File: config.mk
export PLATFORM = sky130hd
export DESIGN_NAME = prom_func_gen_flat
export DESIGN_NICKNAME = d
export VERILOG_FILES = /design/src/rtl/prom_func_gen_if.sv /design/src/rtl/prom_func_gen.sv /design/src/flat_wrapper.sv
export SDC_FILE = /design/constraint.sdc
export NUM_CORES = 1
export LEC_CHECK = 0
export ABC_AREA = 1
export CORE_MARGIN = 2
export CORE_UTILIZATION = 54
export DETAILED_ROUTE_END_ITERATION = 8
export PLACE_DENSITY = 0.82
export SKIP_CTS_REPAIR_TIMING = 1
export SLEW_MARGIN = 10
export SYNTH_ARGS = -nofsm -noshare
export SYNTH_HDL_FRONTEND = slang
export SYNTH_SLANG_ARGS = --single-unit
File: constraint.sdc
create_clock -name clk -period 2.45 [get_ports clk]
set_input_delay 0.245 -clock clk [delete_from_list [all_inputs] [get_ports clk]]
set_output_delay 0.245 -clock clk [all_outputs]
set_load 0.02 [all_outputs]
File: src/rtl/prom_func_gen_if.sv
// Bus bundle for prom_func_gen: read port, program port and status flags.
// The master drives requests; the slave (the PROM) returns data and status.
interface prom_func_gen_if #(
  parameter int unsigned ADDR_W = 2,
  parameter int unsigned FUNC_N = 2
);
  logic              en;
  logic [ADDR_W-1:0] A;
  logic [FUNC_N-1:0] F;
  logic              rd_valid;
  logic              prog_we;
  logic [ADDR_W-1:0] prog_addr;
  logic [FUNC_N-1:0] prog_data;
  logic              lock;
  logic              prog_busy;
  logic              prog_done;
  logic              prog_err;
  logic              locked;

  modport master (
    output en, A, prog_we, prog_addr, prog_data, lock,
    input  F, rd_valid, prog_busy, prog_done, prog_err, locked
  );

  modport slave (
    input  en, A, prog_we, prog_addr, prog_data, lock,
    output F, rd_valid, prog_busy, prog_done, prog_err, locked
  );
endinterface

File: src/rtl/prom_func_gen.sv
// PROM-based multi-output function generator: registered truth-table lookup
// with one-time-programmable (fuse-OR) word writes, a timed burn and a sticky lock.
module prom_func_gen #(
  parameter int unsigned ADDR_W   = 2,
  parameter int unsigned FUNC_N   = 2,
  parameter int unsigned PROG_CYC = 4,
  parameter logic [FUNC_N*(2**ADDR_W)-1:0] INIT = 8'hD4
) (
  input logic              clk,
  input logic              rst_n,
  prom_func_gen_if.slave   bus
);

  localparam int unsigned DEPTH = 1 << ADDR_W;
  localparam int unsigned CNT_W = $clog2(PROG_CYC) + 1;
  localparam logic [CNT_W-1:0] CNT_LAST = CNT_W'(PROG_CYC - 1);

  typedef enum logic {
    S_IDLE,
    S_BURN
  } state_e;

  state_e                        state_q, state_d;
  logic [CNT_W-1:0]              cnt_q, cnt_d;
  logic [ADDR_W-1:0]             addr_q, addr_d;
  logic [FUNC_N-1:0]             data_q, data_d;
  logic [DEPTH-1:0][FUNC_N-1:0]  fuse_q, fuse_d;
  logic [FUNC_N-1:0]             f_q, f_d;
  logic                          rd_valid_q, rd_valid_d;
  logic                          busy_q, busy_d;
  logic                          done_q, done_d;
  logic                          err_q, err_d;
  logic                          locked_q, locked_d;

  // Next-state, fuse commit and read lookup; reads always see the pre-commit array.
  always_comb begin
    state_d    = state_q;
    cnt_d      = cnt_q;
    addr_d     = addr_q;
    data_d     = data_q;
    fuse_d     = fuse_q;
    f_d        = '0;
    rd_valid_d = 1'b0;
    busy_d     = busy_q;
    done_d     = 1'b0;
    err_d      = 1'b0;
    locked_d   = locked_q | bus.lock;

    if (bus.en) begin
      f_d        = fuse_q[bus.A];
      rd_valid_d = 1'b1;
    end

    case (state_q)
      S_IDLE: begin
        if (bus.prog_we) begin
          // A lock arriving in the same cycle already blocks the request.
          if (locked_q || bus.lock) begin
            err_d = 1'b1;
          end else begin
            addr_d  = bus.prog_addr;
            data_d  = bus.prog_data;
            cnt_d   = '0;
            busy_d  = 1'b1;
            state_d = S_BURN;
          end
        end
      end
      S_BURN: begin
        if (bus.prog_we) begin
          err_d = 1'b1;
        end
        if (cnt_q == CNT_LAST) begin
          fuse_d[addr_q] = fuse_q[addr_q] | data_q;
          busy_d         = 1'b0;
          done_d         = 1'b1;
          state_d        = S_IDLE;
        end else begin
          cnt_d = cnt_q + CNT_W'(1);
        end
      end
      default: begin
        state_d = S_IDLE;
        busy_d  = 1'b0;
      end
    endcase
  end

  always_ff @(posedge clk or negedge rst_n) begin
    if (!rst_n) begin
      state_q    <= S_IDLE;
      cnt_q      <= '0;
      addr_q     <= '0;
      data_q     <= '0;
      fuse_q     <= INIT;
      f_q        <= '0;
      rd_valid_q <= 1'b0;
      busy_q     <= 1'b0;
      done_q     <= 1'b0;
      err_q      <= 1'b0;
      locked_q   <= 1'b0;
    end else begin
      state_q    <= state_d;
      cnt_q      <= cnt_d;
      addr_q     <= addr_d;
      data_q     <= data_d;
      fuse_q     <= fuse_d;
      f_q        <= f_d;
      rd_valid_q <= rd_valid_d;
      busy_q     <= busy_d;
      done_q     <= done_d;
      err_q      <= err_d;
      locked_q   <= locked_d;
    end
  end

  assign bus.F         = f_q;
  assign bus.rd_valid  = rd_valid_q;
  assign bus.prog_busy = busy_q;
  assign bus.prog_done = done_q;
  assign bus.prog_err  = err_q;
  assign bus.locked    = locked_q;

endmodule

File: src/flat_wrapper.sv
// flat-port wrapper written by rule: the top's interface ports become plain ports
module prom_func_gen_flat 
#(
  parameter int unsigned ADDR_W   = 2,
  parameter int unsigned FUNC_N   = 2,
  parameter int unsigned PROG_CYC = 4,
  parameter logic [FUNC_N*(2**ADDR_W)-1:0] INIT = 8'hD4
)
  (clk, rst_n, bus_en, bus_A, bus_prog_we, bus_prog_addr, bus_prog_data, bus_lock, bus_F, bus_rd_valid, bus_prog_busy, bus_prog_done, bus_prog_err, bus_locked);
  prom_func_gen_if #(.ADDR_W(ADDR_W), .FUNC_N(FUNC_N)) bus_i ();
  input logic clk;
  input logic rst_n;
  input wire logic [$bits(bus_i.en)-1:0] bus_en;
  input wire logic [$bits(bus_i.A)-1:0] bus_A;
  input wire logic [$bits(bus_i.prog_we)-1:0] bus_prog_we;
  input wire logic [$bits(bus_i.prog_addr)-1:0] bus_prog_addr;
  input wire logic [$bits(bus_i.prog_data)-1:0] bus_prog_data;
  input wire logic [$bits(bus_i.lock)-1:0] bus_lock;
  output wire logic [$bits(bus_i.F)-1:0] bus_F;
  output wire logic [$bits(bus_i.rd_valid)-1:0] bus_rd_valid;
  output wire logic [$bits(bus_i.prog_busy)-1:0] bus_prog_busy;
  output wire logic [$bits(bus_i.prog_done)-1:0] bus_prog_done;
  output wire logic [$bits(bus_i.prog_err)-1:0] bus_prog_err;
  output wire logic [$bits(bus_i.locked)-1:0] bus_locked;
  assign bus_i.en = bus_en;
  assign bus_i.A = bus_A;
  assign bus_i.prog_we = bus_prog_we;
  assign bus_i.prog_addr = bus_prog_addr;
  assign bus_i.prog_data = bus_prog_data;
  assign bus_i.lock = bus_lock;
  assign bus_F = bus_i.F;
  assign bus_rd_valid = bus_i.rd_valid;
  assign bus_prog_busy = bus_i.prog_busy;
  assign bus_prog_done = bus_i.prog_done;
  assign bus_prog_err = bus_i.prog_err;
  assign bus_locked = bus_i.locked;
  prom_func_gen #(.ADDR_W(ADDR_W), .FUNC_N(FUNC_N), .PROG_CYC(PROG_CYC), .INIT(INIT)) u_core (.clk(clk), .rst_n(rst_n), .bus(bus_i));
endmodule
==> results of run 1 <==
layout by cell type (no fill, tap or decap), types with 3 or more instances in the layout:
cell type        instances
clkbuf_4                 3
nor2_1                  15
ha_1                     3
nand2_1                 46
inv_1                   14
a21oi_1                  7
clkdlybuf4s50_1         17
o21ai_0                  5
dfrtp_1                 19
dfstp_2                  4
nor3_2                   3
per-layer routing:
layer	global-route usage [%]	vias to the layer above
met3	3.333	5
met1	28.03	404
met5	0	-
li1	-	432
met4	11.35	0
met2	30.40	33
critical path, stage by stage, from the launching register on:
cell     delay (ns)
dfrtp_1        0.40
ha_1           0.20
ha_1           0.18
nand2_1        0.18
nor3_1         0.29
inv_1          0.10
nand2_1        0.07
nand2_1        0.05
kinds of logic after synthesis:
group,after synthesis,share of synthesized area [%]
flip-flops,23,55.24
buffers and inverters,17,6.190
adder cells (fa/ha/maj),3,3.572
AND/OR/NAND/NOR,69,27.98
AO/OA/AOI/OAI,14,7.024
where the power goes:
group	internal (mW)	switching [mW]
logic	0.0251	0.0224
clock network	0.0637	0.112
registers	0.384	0.00159
total	0.473	0.136
registers in the layout, indices dropped and copies added, names as in the netlist, 2 cells and up:
signal         count
u_core.addr_q      2
u_core.bus.F       2
u_core.fuse_q      8
u_core.data_q      2
u_core.cnt_q       3
final timing paths:
path	from	end	slack (ns)	cells past startpoint
min reg2reg	u_core.fuse_q[2]	u_core.fuse_q[2]	0.49	2
max reg2reg	u_core.cnt_q[0]	u_core.fuse_q[0]	0.90	7
min	rst_n	u_core.fuse_q[1]	0.27	2
min in group clk	bus_en	u_core.bus.rd_valid	0.39	1
max in group asynchronous	rst_n	u_core.fuse_q[7]	1.91	2
max	u_core.cnt_q[0]	u_core.fuse_q[0]	0.90	7
stage by stage:
step | hold WS (ns) | setup WS [ns]
floorplan | -0.05059 | 1.108
global placement | 0.4602 | 0.9435
detailed placement | 0.4667 | 0.8811
CTS | 0.2736 | 0.8985
global route | 0.2870 | 0.7489
finish | 0.2662 | 0.8977
area by class of cell:
cell class | count | area [sq um] | area share [%]
Tap cell | 25 | 31.28 | 2.441
Clock buffer | 4 | 26.28 | 2.051
Sequential cell | 23 | 580.6 | 45.31
Multi-Input combinational cell | 86 | 405.4 | 31.64
Timing Repair Buffer | 18 | 177.7 | 13.87
Inverter | 16 | 60.06 | 4.687
==> metrics.txt, run 1 <==
GPL Wtd Cong=0.8052; WP data required=2.67 ns; detailed-route DRC error count=0; Worst-Margin Slew=0.4073 ns; vias per cell=5.081; largest vdd supply drop=0.3408 mV; via count=874; Crit. End Element=flop; htree depth=1; syn avg cell area=8.341 sq um; status=completed; Starting Density=58.95%; global-route wire length before repair=3.201 mm; Pwr Total=609.3 uW; Synth async-reset ratio=100.0%; Clock Sinks=23; most area-consuming cells after synthesis=dfrtp_1 45%, nand2_1 16%, dfstp_2 10%, nor2_1 5.4%, inv_1 5.0%; routed wl met3=140 um; max-slew violations=0; design area=1281 sq um; Startpoint Class=flop; Worst-path clk slew=0.12 ns; fin nets=162; fin crit share=63.36%; vias in the first global route=783; Syn-to-layout area delta=21.90%; Total Routed Length=1.863 mm; Port Buffer Count=17; dpl cells=168; Syn Nets=140; Final Instance Count excl. Fillers=172; reported max-cap violation count=0; Hold WC Path Type=in2async; most common cell in the netlist=nand2_1; Num CTS Buffers=3; ys flop type=dfrtp_1; final hold viol count=0; fin crit period=1.552 ns; layout cell share with drive strength beyond 1=10.20%; RSZ-0062 raised after global routing=false; largest net degree at the start of global routing=24; total grt overflow=0; wire length on met1=833 um; Seq cells post-synth=23; TritonCTS clock tree=yes; Synth warnings=0; sequential area share after synthesis=55.24%; Core Rows=15; Global Route Usage Sum=20.29%; First DRT Iteration DRCs=26; DIE AREA=2315 sq um; met2 wire length=842 um; Post-Route Utilization=71.86%; # diodes=0; root buffer cell=clkbuf_4; fillers=135; Crit Path Max Fanout=6; worst skew pair latency=0.31 ns; placed wire-length estimate=1.417 mm; post-synth top area share=45.24%; dominant cell type by area after synthesis=dfrtp_1; PD cells=475.6 nW/um^2; synth unique cells=16; width of the chip=48.12 um; DRT Pass-1 Iters=4; cell area after synthesis=1051 sq um; Cells after Synth=126; Core ar.=1783 sq um; Die H=48.12 um; Commonest cells post-synth=46 x nand2_1, 19 x dfrtp_1, 15 x nor2_1; Wirelength per Cell=10.83 um; Setup violations, final=0; maximum clock frequency=644.2 MHz; Max clock buf depth=2; setup TNS=0 ns; top layer in use=met4; max_slew headroom=72.77%; number of synthesized flops with an enable pin=0; Antenna Violating Nets Remaining=0; I/O pins=18; leakage power figure=0.6336 nW; Setup CP Type=reg2reg; initial antenna violation count=0; crit path DAT=1.77 ns; Worst Skew=0.002675 ns; Post-DP Area=1255 sq um
(Power assumes the default switching activity.)
==> run 2, diff against run 1 <==
Settings changed: CORE_UTILIZATION 54 to 51, PLACE_DENSITY 0.82 to 0.78.
Clock period 2.45 ns to 1.6 ns, I/O delays scaled along.
==> run 2 against run 1 <==
  * Critical path depth unchanged
  * Global-route usage about the same
  * Clock-buffer cell count down 1
  * Total power rose by 52%
  * Utilization decreased by 5.2 points
  * Worst setup slack got worse by 0.76 ns
  * Hold slack worse by 0.089 ns
  * Via count fell by 1.1%
  * Cell count increased by 2.3%
  * Critical endpoint unchanged
==> metrics.txt, run 2 (same netlist as run 1, synthesis figures left out) <==
Core Rows=16; layout cell share with drive strength beyond 1=13.42%; First DRT Iteration DRCs=13; Startpoint Class=flop; Die H=49.40 um; Num CTS Buffers=3; switching power=203.6 uW; Starting Density=53.57%; width of the chip=49.40 um; Total Routed Length=2.089 mm; max-slew violations=0; Post-DP Area=1265 sq um; vias per cell=4.909; Setup CP Type=reg2reg; fin nets=164; max reg flops=8; DRT Pass-1 Iters=6; root buffer cell=clkbuf_4; largest vdd supply drop=0.5025 mV; Largest regs=u_core.fuse_q: 8 flops, u_core.cnt_q: 3 flops; initial antenna violation count=0; status=completed; total grt overflow=0; Post-Route Utilization=66.65%; Hold WC Path Type=in2async; max_slew headroom=80.86%; worst skew pair latency=0.31 ns; commonest non-fill, non-tap cell in the layout=nand2_1; leakage power figure=0.6464 nW; sequential share of power=64.0%; Worst-path clk slew=0.13 ns; maximum clock frequency=682.0 MHz; reported max-cap violation count=0; fin crit period=1.466 ns; Port Buffer Count=17; TritonCTS clock tree=yes; crit path DAT=1.71 ns; largest register by flop count=u_core.fuse_q; Logic pwr share=7.9%; Worst Skew=0.01048 ns; Max clock buf depth=2; WP data required=1.85 ns; switching portion of total power=22.04%; htree depth=1; placed wire-length estimate=1.591 mm; GPL Wtd Cong=0.7910; I/O pins=18; vias in the first global route=912; largest net degree at the start of global routing=24; Crit Path Max Fanout=6; Clock Sinks=23; clock group share of total power=28.1%; final hold viol count=0; Antenna Violating Nets Remaining=0; PD cells=706.5 nW/um^2; Worst-Margin Slew=0.2871 ns; Wirelength per Cell=11.87 um; Syn-to-layout area delta=24.40%; Internal=720.1 uW; Global Route Usage Sum=20.30%; Core ar.=1962 sq um; detailed-route DRC error count=0; via count=864; Setup violations, final=0; # diodes=0; Crit. End Element=flop; leading cell types in the layout, fill and taps excluded=45 x nand2_1, 19 x dfrtp_1, 17 x clkdlybuf4s50_1; fin crit share=91.64%; fillers=175; design area=1308 sq um; DIE AREA=2440 sq um; global-route wire length before repair=3.753 mm
-- run 2: cell types whose count changed in the layout (fill, tap and decap cells not counted), sizes merged --
cell / delta
clkbuf: -1
buf: +2
clkinv: +1
-- run 2: critical path: stages (launching register included) --
cell,delay (ns)
dfrtp_1,0.39
ha_1,0.19
ha_1,0.18
nand2_2,0.12
nor3_2,0.27
buf_4,0.15
nand2_1,0.04
nand2_1,0.05
-- run 2: routing by layer --
layer  vias up  track usage, %  routed length [um]
li1        436               -                   -
met1       410           23.48                 869
met2        16           37.39                1132
met3         2           3.374                  72
met4         0           7.407                  14
met5         -               0                   0
-- run 2: cell type report --
class	instances	area (sq um)	share of cell area [%]
clock buffer	3	22.52	1.722
inverter	16	60.06	4.593
timing repair buffer	20	192.7	14.74
sequential	23	580.6	44.40
tap	27	33.78	2.584
multi-input combinational	86	412.9	31.58
clock inverter	1	5.005	0.3828
-- run 2: through the flow --
step | cells | setup TNS, ns | hold WS [ns] | setup slack, ns | power [mW]
4_1_cts | 175 | 0 | 0.1774 | 0.06291 | 0.9350
3_3_place_gp | 171 | 0 | 0.4572 | 0.1950 | 0.6741
3_5_place_dp | 171 | 0 | 0.4673 | 0.1147 | 0.6762
2_1_floorplan | 126 | 0 | -0.1356 | 0.2576 | 0.6223
5_1_grt | 176 | -0.03048 | 0.2023 | -0.02301 | 0.9728
6_report | 176 | 0 | 0.1776 | 0.1338 | 0.9237
-- run 2: final timing paths --
path                                             to        startpoint  slack, ns  depth (start not counted)
worst min-delay path            u_core.bus.rd_valid             rst_n       0.18                          2
min in group clk                u_core.bus.rd_valid            bus_en       0.31                          1
worst min register to register     u_core.fuse_q[6]  u_core.fuse_q[6]       0.49                          2
worst max-delay path               u_core.fuse_q[0]   u_core.cnt_q[0]       0.13                          7
max in group asynchronous          u_core.fuse_q[4]             rst_n       1.13                          2
worst max register to register     u_core.fuse_q[0]   u_core.cnt_q[0]       0.13                          7
-- run 2: power by group through the flow --
stage	registers (mW)	logic (mW)	clock network, mW
2_1_floorplan	0.609	0.0134	0
3_3_place_gp	0.601	0.0726	0
3_5_place_dp	0.602	0.0746	0
4_1_cts	0.591	0.0749	0.269
5_1_grt	0.592	0.0824	0.298
6_report	0.591	0.0732	0.260
==> run 3, diff against run 2 <==
Settings changed: REMOVE_ABC_BUFFERS set to 1.
==> run 3 against run 2 <==
  * Hold slack lost 0.0048 ns
  * Cell count down 1.1%
  * Maximum frequency increased by 1.1%
  * Clock-buffer cell count is the same
  * Sequential power hardly changed
  * Clock skew increased by 0.0026 ns
  * Sequential share of layout area is 0.21 points lower
  * Worst setup slack gained 0.016 ns
  * Die area stayed put
==> metrics.txt, run 3 (same netlist as run 1, synthesis figures left out) <==
worst path cell trace=clkdlybuf4s50_1; Post-Route Utilization=66.96%; First DRT Iteration DRCs=19; via count=855; root buffer cell=clkbuf_4; fin nets=162; total grt overflow=0; DRT Pass-1 Iters=4; # diodes=0; layout cell share with drive strength beyond 1=12.24%; Max clock buf depth=2; width of the chip=49.40 um; max-slew violations=0; leading cell types in the layout, fill and taps excluded=45 x nand2_1, 19 x dfrtp_1, 17 x clkdlybuf4s50_1; largest vdd supply drop=0.5000 mV; Post-DP Area=1257 sq um; RSZ-0062 raised after global routing=false; Worst Path Buf+Inv=1; final hold viol count=0; Core Rows=16; dpl cells=170; initial antenna violation count=0; commonest non-fill, non-tap cell in the layout=nand2_1; GPL Wtd Cong=0.7448; detailed-route DRC error count=0; Global Route Usage Sum=18.27%; worst skew pair latency=0.31 ns; dpl ws=0.07095 ns; max reg flops=8; worst r2r src=u_core.cnt_q[0]; status=completed; TritonCTS clock tree=yes; Slowest-stage cell, CP=clkdlybuf4s50_1; PD cells=717.0 nW/um^2; global-route wire length before repair=3.450 mm; Pwr Total=942.0 uW; Worst-path clk slew=0.14 ns; I/O pins=18; Critical Path Start=u_core.bus.prog_busy; largest register by flop count=u_core.fuse_q; Hold WC Path Type=in2async; Setup CP Type=reg2out; DIE AREA=2440 sq um; Wirelength per Cell=11.70 um; fin crit period=1.450 ns; Port Buffer Count=17; Crit. End Element=output pin; design area=1314 sq um; Core ar.=1962 sq um; maximum clock frequency=689.5 MHz; Total Routed Length=2.036 mm; Worst Skew=0.01308 ns; Largest regs=u_core.fuse_q: 8 flops, u_core.cnt_q: 3 flops; Clock Sinks=23; vias per cell=4.914; Antenna Violating Nets Remaining=0; Startpoint Class=flop; crit path DAT=1.29 ns; reported max-cap violation count=0; Crit Path Max Fanout=2; htree depth=1; setup TNS=0 ns; Max stage delay on crit path=0.61 ns; vias in the first global route=861; WP data required=1.44 ns; Starting Density=53.57%; final setup margin=0.1496 ns; fin crit share=90.65%; placed wire-length estimate=1.535 mm; max_slew headroom=73.49%; Syn-to-layout area delta=25.00%; Die H=49.40 um; Final Instance Count excl. Fillers=174; largest net degree at the start of global routing=24; Hold WS=0.1728 ns; Setup violations, final=0; FF-to-FF setup slack=0.16 ns; leakage power figure=0.6275 nW; Num CTS Buffers=3; cell family with most CP delay=buffers and inverters; Worst-Margin Slew=0.3965 ns
run 3: final cells by class:
cell class,instances,area (sq um)
clock buffer,3,22.52
sequential,23,580.6
multi-input combinational,86,431.7
clock inverter,1,7.507
timing repair buffer,18,177.7
inverter,16,60.06
fill,165,648.1
tap,27,33.78
run 3: final timing paths:
kind	cells after the start	endpoint
worst max register to register	7	u_core.fuse_q[0]
min in group clk	1	u_core.bus.rd_valid
worst min register to register	1	u_core.cnt_q[0]
max in group asynchronous	2	u_core.fuse_q[7]
worst min-delay path	2	u_core.bus.prog_done
worst max-delay path	1	bus_prog_busy
run 3: per-layer routing:
layer	GRT usage [%]	routed length, um	up-vias
li1	-	-	431
met1	21.26	930	409
met2	33.56	1022	13
met3	3.374	68	2
met4	6.019	13	0
met5	0	0	-
run 3: power by group:
part | leakage [nW] | switching (mW) | internal (mW)
logic | 0.349 | 0.0350 | 0.0385
clock network | 0.0139 | 0.182 | 0.0951
registers | 0.265 | 0.00247 | 0.589
total | 0.627 | 0.220 | 0.722
